**src/rtl/cdc_hs_tx.sv**
```systemverilog
// rtl/cdc_hs_tx.sv - four-phase req/ack handshake source carrying a DW-bit word out of bclk
// One word may wait in a holding buffer while another is in flight; ack is resynchronised locally.
module cdc_hs_tx #(
  parameter int DW          = 8,
  parameter int SYNC_STAGES = 2
) (
  input  logic          bclk,
  input  logic          rst,
  input  logic          in_valid,
  input  logic [DW-1:0] in_data,
  output logic          in_ready,
  output logic          req,
  output logic [DW-1:0] req_data,
  input  logic          ack,
  output logic          busy,
  output logic          done
);

  typedef enum logic [1:0] {
    IDLE = 2'd0,
    REQ  = 2'd1,
    REL  = 2'd2
  } state_t;

  state_t                 state, state_d;
  logic [SYNC_STAGES-1:0] ack_sync;
  logic                   ack_s;
  logic                   buf_full, buf_full_d;
  logic [DW-1:0]          buf_data, buf_data_d;
  logic [DW-1:0]          req_data_d;
  logic                   req_d, done_d;
  logic                   load;

  always_ff @(posedge bclk or negedge rst) begin
    if (!rst) begin
      ack_sync <= '0;
    end else begin
      ack_sync <= {ack_sync[SYNC_STAGES-2:0], ack};
    end
  end

  assign ack_s    = ack_sync[SYNC_STAGES-1];
  assign in_ready = !buf_full;
  assign busy     = (state != IDLE);

  always_comb begin
    state_d    = state;
    req_d      = req;
    req_data_d = req_data;
    buf_full_d = buf_full;
    buf_data_d = buf_data;
    done_d     = 1'b0;
    load       = 1'b0;
    case (state)
      IDLE: begin
        // a stale high ack (e.g. after reset) must clear before a new request
        if (buf_full && !ack_s) load = 1'b1;
      end
      REQ: begin
        if (ack_s) begin
          req_d   = 1'b0;
          state_d = REL;
        end
      end
      REL: begin
        if (!ack_s) begin
          done_d  = 1'b1;
          state_d = IDLE;
          if (buf_full) load = 1'b1;
        end
      end
      default: state_d = IDLE;
    endcase
    if (load) begin
      req_data_d = buf_data;
      req_d      = 1'b1;
      buf_full_d = 1'b0;
      state_d    = REQ;
    end
    // accept only ever happens with an empty buffer, so it never collides with a load
    if (in_valid && in_ready) begin
      buf_full_d = 1'b1;
      buf_data_d = in_data;
    end
  end

  always_ff @(posedge bclk or negedge rst) begin
    if (!rst) begin
      state    <= IDLE;
      req      <= 1'b0;
      req_data <= '0;
      buf_full <= 1'b0;
      buf_data <= '0;
      done     <= 1'b0;
    end else begin
      state    <= state_d;
      req      <= req_d;
      req_data <= req_data_d;
      buf_full <= buf_full_d;
      buf_data <= buf_data_d;
      done     <= done_d;
    end
  end

endmodule

```
**config.mk**
```make
export PLATFORM = sky130hd
export DESIGN_NAME = cdc_hs_tx
export DESIGN_NICKNAME = d
export VERILOG_FILES = /design/src/rtl/cdc_hs_tx.sv
export SDC_FILE = /design/constraint.sdc
export NUM_CORES = 1
export LEC_CHECK = 0
export BUFFER_PORTS_ARGS = -buffer_cell sky130_fd_sc_hd__buf_2
export CELL_PAD_IN_SITES_DETAIL_PLACEMENT = 1
export CELL_PAD_IN_SITES_GLOBAL_PLACEMENT = 2
export CORE_ASPECT_RATIO = 0.9
export CORE_MARGIN = 3
export CORE_UTILIZATION = 30
export CTS_CLUSTER_SIZE = 28
export DETAILED_ROUTE_END_ITERATION = 8
export GPL_TIMING_DRIVEN = 0
export PLACE_DENSITY = 0.72
export SYNTH_ARGS = -nofsm -noshare
export SYNTH_HDL_FRONTEND = slang
export SYNTH_SLANG_ARGS = --single-unit
export TNS_END_PERCENT = 1
```
**constraint.sdc**
```tcl
create_clock -name bclk -period 1.2 [get_ports bclk]
set_input_delay 0.06 -clock bclk [delete_from_list [all_inputs] [get_ports bclk]]
set_output_delay 0.06 -clock bclk [all_outputs]
set_load 0.05 [all_outputs]
```
==> metrics.cfg <==
[route]
wl_per_cell_um = 13.2
drc = 0
first_pass_iters = 2
viasPerCell = 4.21
drt-total-wl_um = 1770
antenna_left = 0
vias = 564
drt-initial-drc-count = 11

[worst_setup_path]
crit_path_start_kind = flip-flop
cp_max_fo = 9
r2r_cells = 3
r2r_end = req_data[0]
r2r_start = ack_sync[1]
end_kind = flip-flop
required_ns = 1.41
cp.arrival_ns = 1.49
critical_path.startpoint = ack_sync[1]
worstSetupPathType = reg2reg
reg2reg_slack_ns = -0.07
critPathCapture = req_data[0]

[finish]
finalInstanceArea_mm2 = 0.00123
area_growth_pct = 43.7
nets = 109
final_cells = 134
num_antenna_cells = 0
final_core_util_pct = 47.6
layout-drive-gt1-share_pct = 56.3

[grt]
grt_overflow_total = 0
antenna_found_initial = 0
grt_start_max_net_pins = 24
first_global_vias = 606
grt_usage_pct = 11.0
grt_pass1_wl_um = 2950

[logic_synthesis]
yosys-top-cells-area = dfrtp_1, mux2_2, nor3_4
yosysTopAreaCell = dfrtp_1
yosysTopAreaCellShare_pct = 67.0
netlist-cell-type-count = 16
syn-mean-instance-area_um2 = 15.3
seq_area_frac_synth_pct = 67.0
synth_edf_count = 0
async_reset_ff_share_pct = 100
yosysMostFrequentCell = dfrtp_1
synth_area_um2 = 860
syn_nets = 68
synth_flop_cell = dfrtp_1
syn_inst = 56
yosys-top-cells-count = dfrtp_1, mux2_2, nor2_1
ys.warnings.count = 0
synth-seq-cells = 23

[floorplan]
die-height_um = 56.8
placementRows = 17
dieArea_mm2 = 0.00354
core-area_mm2 = 0.00259
initial_utilization_pct = 33.1
die_x_um = 62.4
io-pin-count = 24

[place]
dpl_cell_area_mm2 = 0.00102
hpwl_um = 1080
gp_congestion = 0.658
dp_cells = 117
io_buffer_count = 23

[clock_tree]
clkTransAtPathRegs_ns = 0.13
cts_tree = built
cts_buffer_depth = 2
clock_sinks = 23
cts_made_buffers = 3
cts-root-buf = clkbuf_4
cts_max_level = 1
clk_latency_ns = 0.31

[power]
p_leak_nw = 0.567
power.density_mw_per_mm2 = 2370
power.total_mw = 2.93
peakVddDrop_mv = 0.959

[sta]
slew_violations = 0
post-route-min-period_ns = 1.27
worst_pin_slew_ns = 0.507
layout_setup_ws_ns = -0.0744
max_clock_freq_mhz = 785
grt_setup_unrepaired = yes
hold_viol = 0
fin_crit_sh_pct = 106
slew_headroom_pct = 66.2
finClkSkew_ns = 0.00547
finalSetupViolations = 17

[status]
violations = setup timing
status = finished, violations left

[run]
cap_violations = 0

[worst_hold_path]
hp-class = in2async

-- per-stage QoR --
stage	worst slack, ns	hold WS (ns)	TNS, ns
4_1_cts	-0.0652	0.236	-0.733
3_5_place_dp	-0.321	0.0613	-4.01
2_1_floorplan	-0.147	-0.236	-1.61
6_report	-0.0744	0.240	-0.789
5_1_grt	-0.0970	0.254	-1.17
3_3_place_gp	-0.276	0.0586	-3.51
-- layer usage --
layer	global-route usage, %	part of all wire, %	vias to the layer above
met5	0	0	-
met4	4.72	1.8	0
met3	4.00	3.7	2
met2	17.0	47	13
met1	13.8	47	279
li1	-	-	270
-- flip-flops by register name (all words and copies together), names as in the netlist --
signal and count:
done 1, buf_full 1, req 1, req_data 8, state 2, buf_data 8, ack_sync 2
-- critical path: stages (launching register included) --
cell and delay, ns:
dfrtp_2 0.45, nor3_4 0.22, buf_12 0.17, mux2_2 0.33
-- cell type report --
| class | instances | area [um2] |
|---|---|---|
| flip-flops and latches | 23 | 579 |
| well taps | 38 | 47.5 |
| repair buffers | 38 | 278 |
| clock buffers | 3 | 22.5 |
| inverters | 2 | 10.0 |
| fillers | 281 | 1360 |
| multi-input cells | 29 | 290 |
| clock inverters | 1 | 7.51 |
-- report_power, final --
group / internal, mW / total (mW) / switching [mW]
clock network: 0.127 / 0.358 / 0.231
logic: 0.511 / 1.36 / 0.846
registers: 1.06 / 1.21 / 0.155
total: 1.70 / 2.93 / 1.23
-- cell usage in the layout (no fill, tap or decap), types with 2 or more instances in the layout --
cell           synthesis  routed
buf_4                  0       3
mux2_4                 0       5
o21ai_0                2       2
dfrtp_2                0       3
dfrtp_1               23      20
mux2_2                16      11
nor2_1                 3       3
dlygate4sd3_1          0      11
buf_2                  1      22
clkbuf_4               0       3
-- what timing repair did --
item / 4_1_cts / 5_1_grt
hold endpoints to repair: 33 / 0
gates resized for setup: 10 / 3
setup endpoints to repair: 19 / 17
buffers inserted: 4 / 0
pin swaps: 1 / 0
hold buffers: 11 / 0
-- cells by family after synthesis --
logic type	count (synthesis)	share of synthesized area, %
AO/OA/AOI/OAI	4	2.62
XOR/XNOR	1	1.02
buffers and inverters	4	1.89
flip-flops	23	67.0
multiplexers	16	21.0
AND/OR/NAND/NOR	8	6.55
-- worst min path at each step --
stage / startpoint / end / slack, ns / cells after the start
final: rst / ack_sync[0] / 0.24 / 2
after global routing: rst / done / 0.25 / 2
after CTS: rst / ack_sync[0] / 0.24 / 2
after detailed placement: rst / ack_sync[0] / 0.06 / 1
after global placement: rst / ack_sync[0] / 0.06 / 1
after floorplan: rst / ack_sync[0] / -0.24 / 0
No activity file was read; power rests on OpenSTA's default activity.
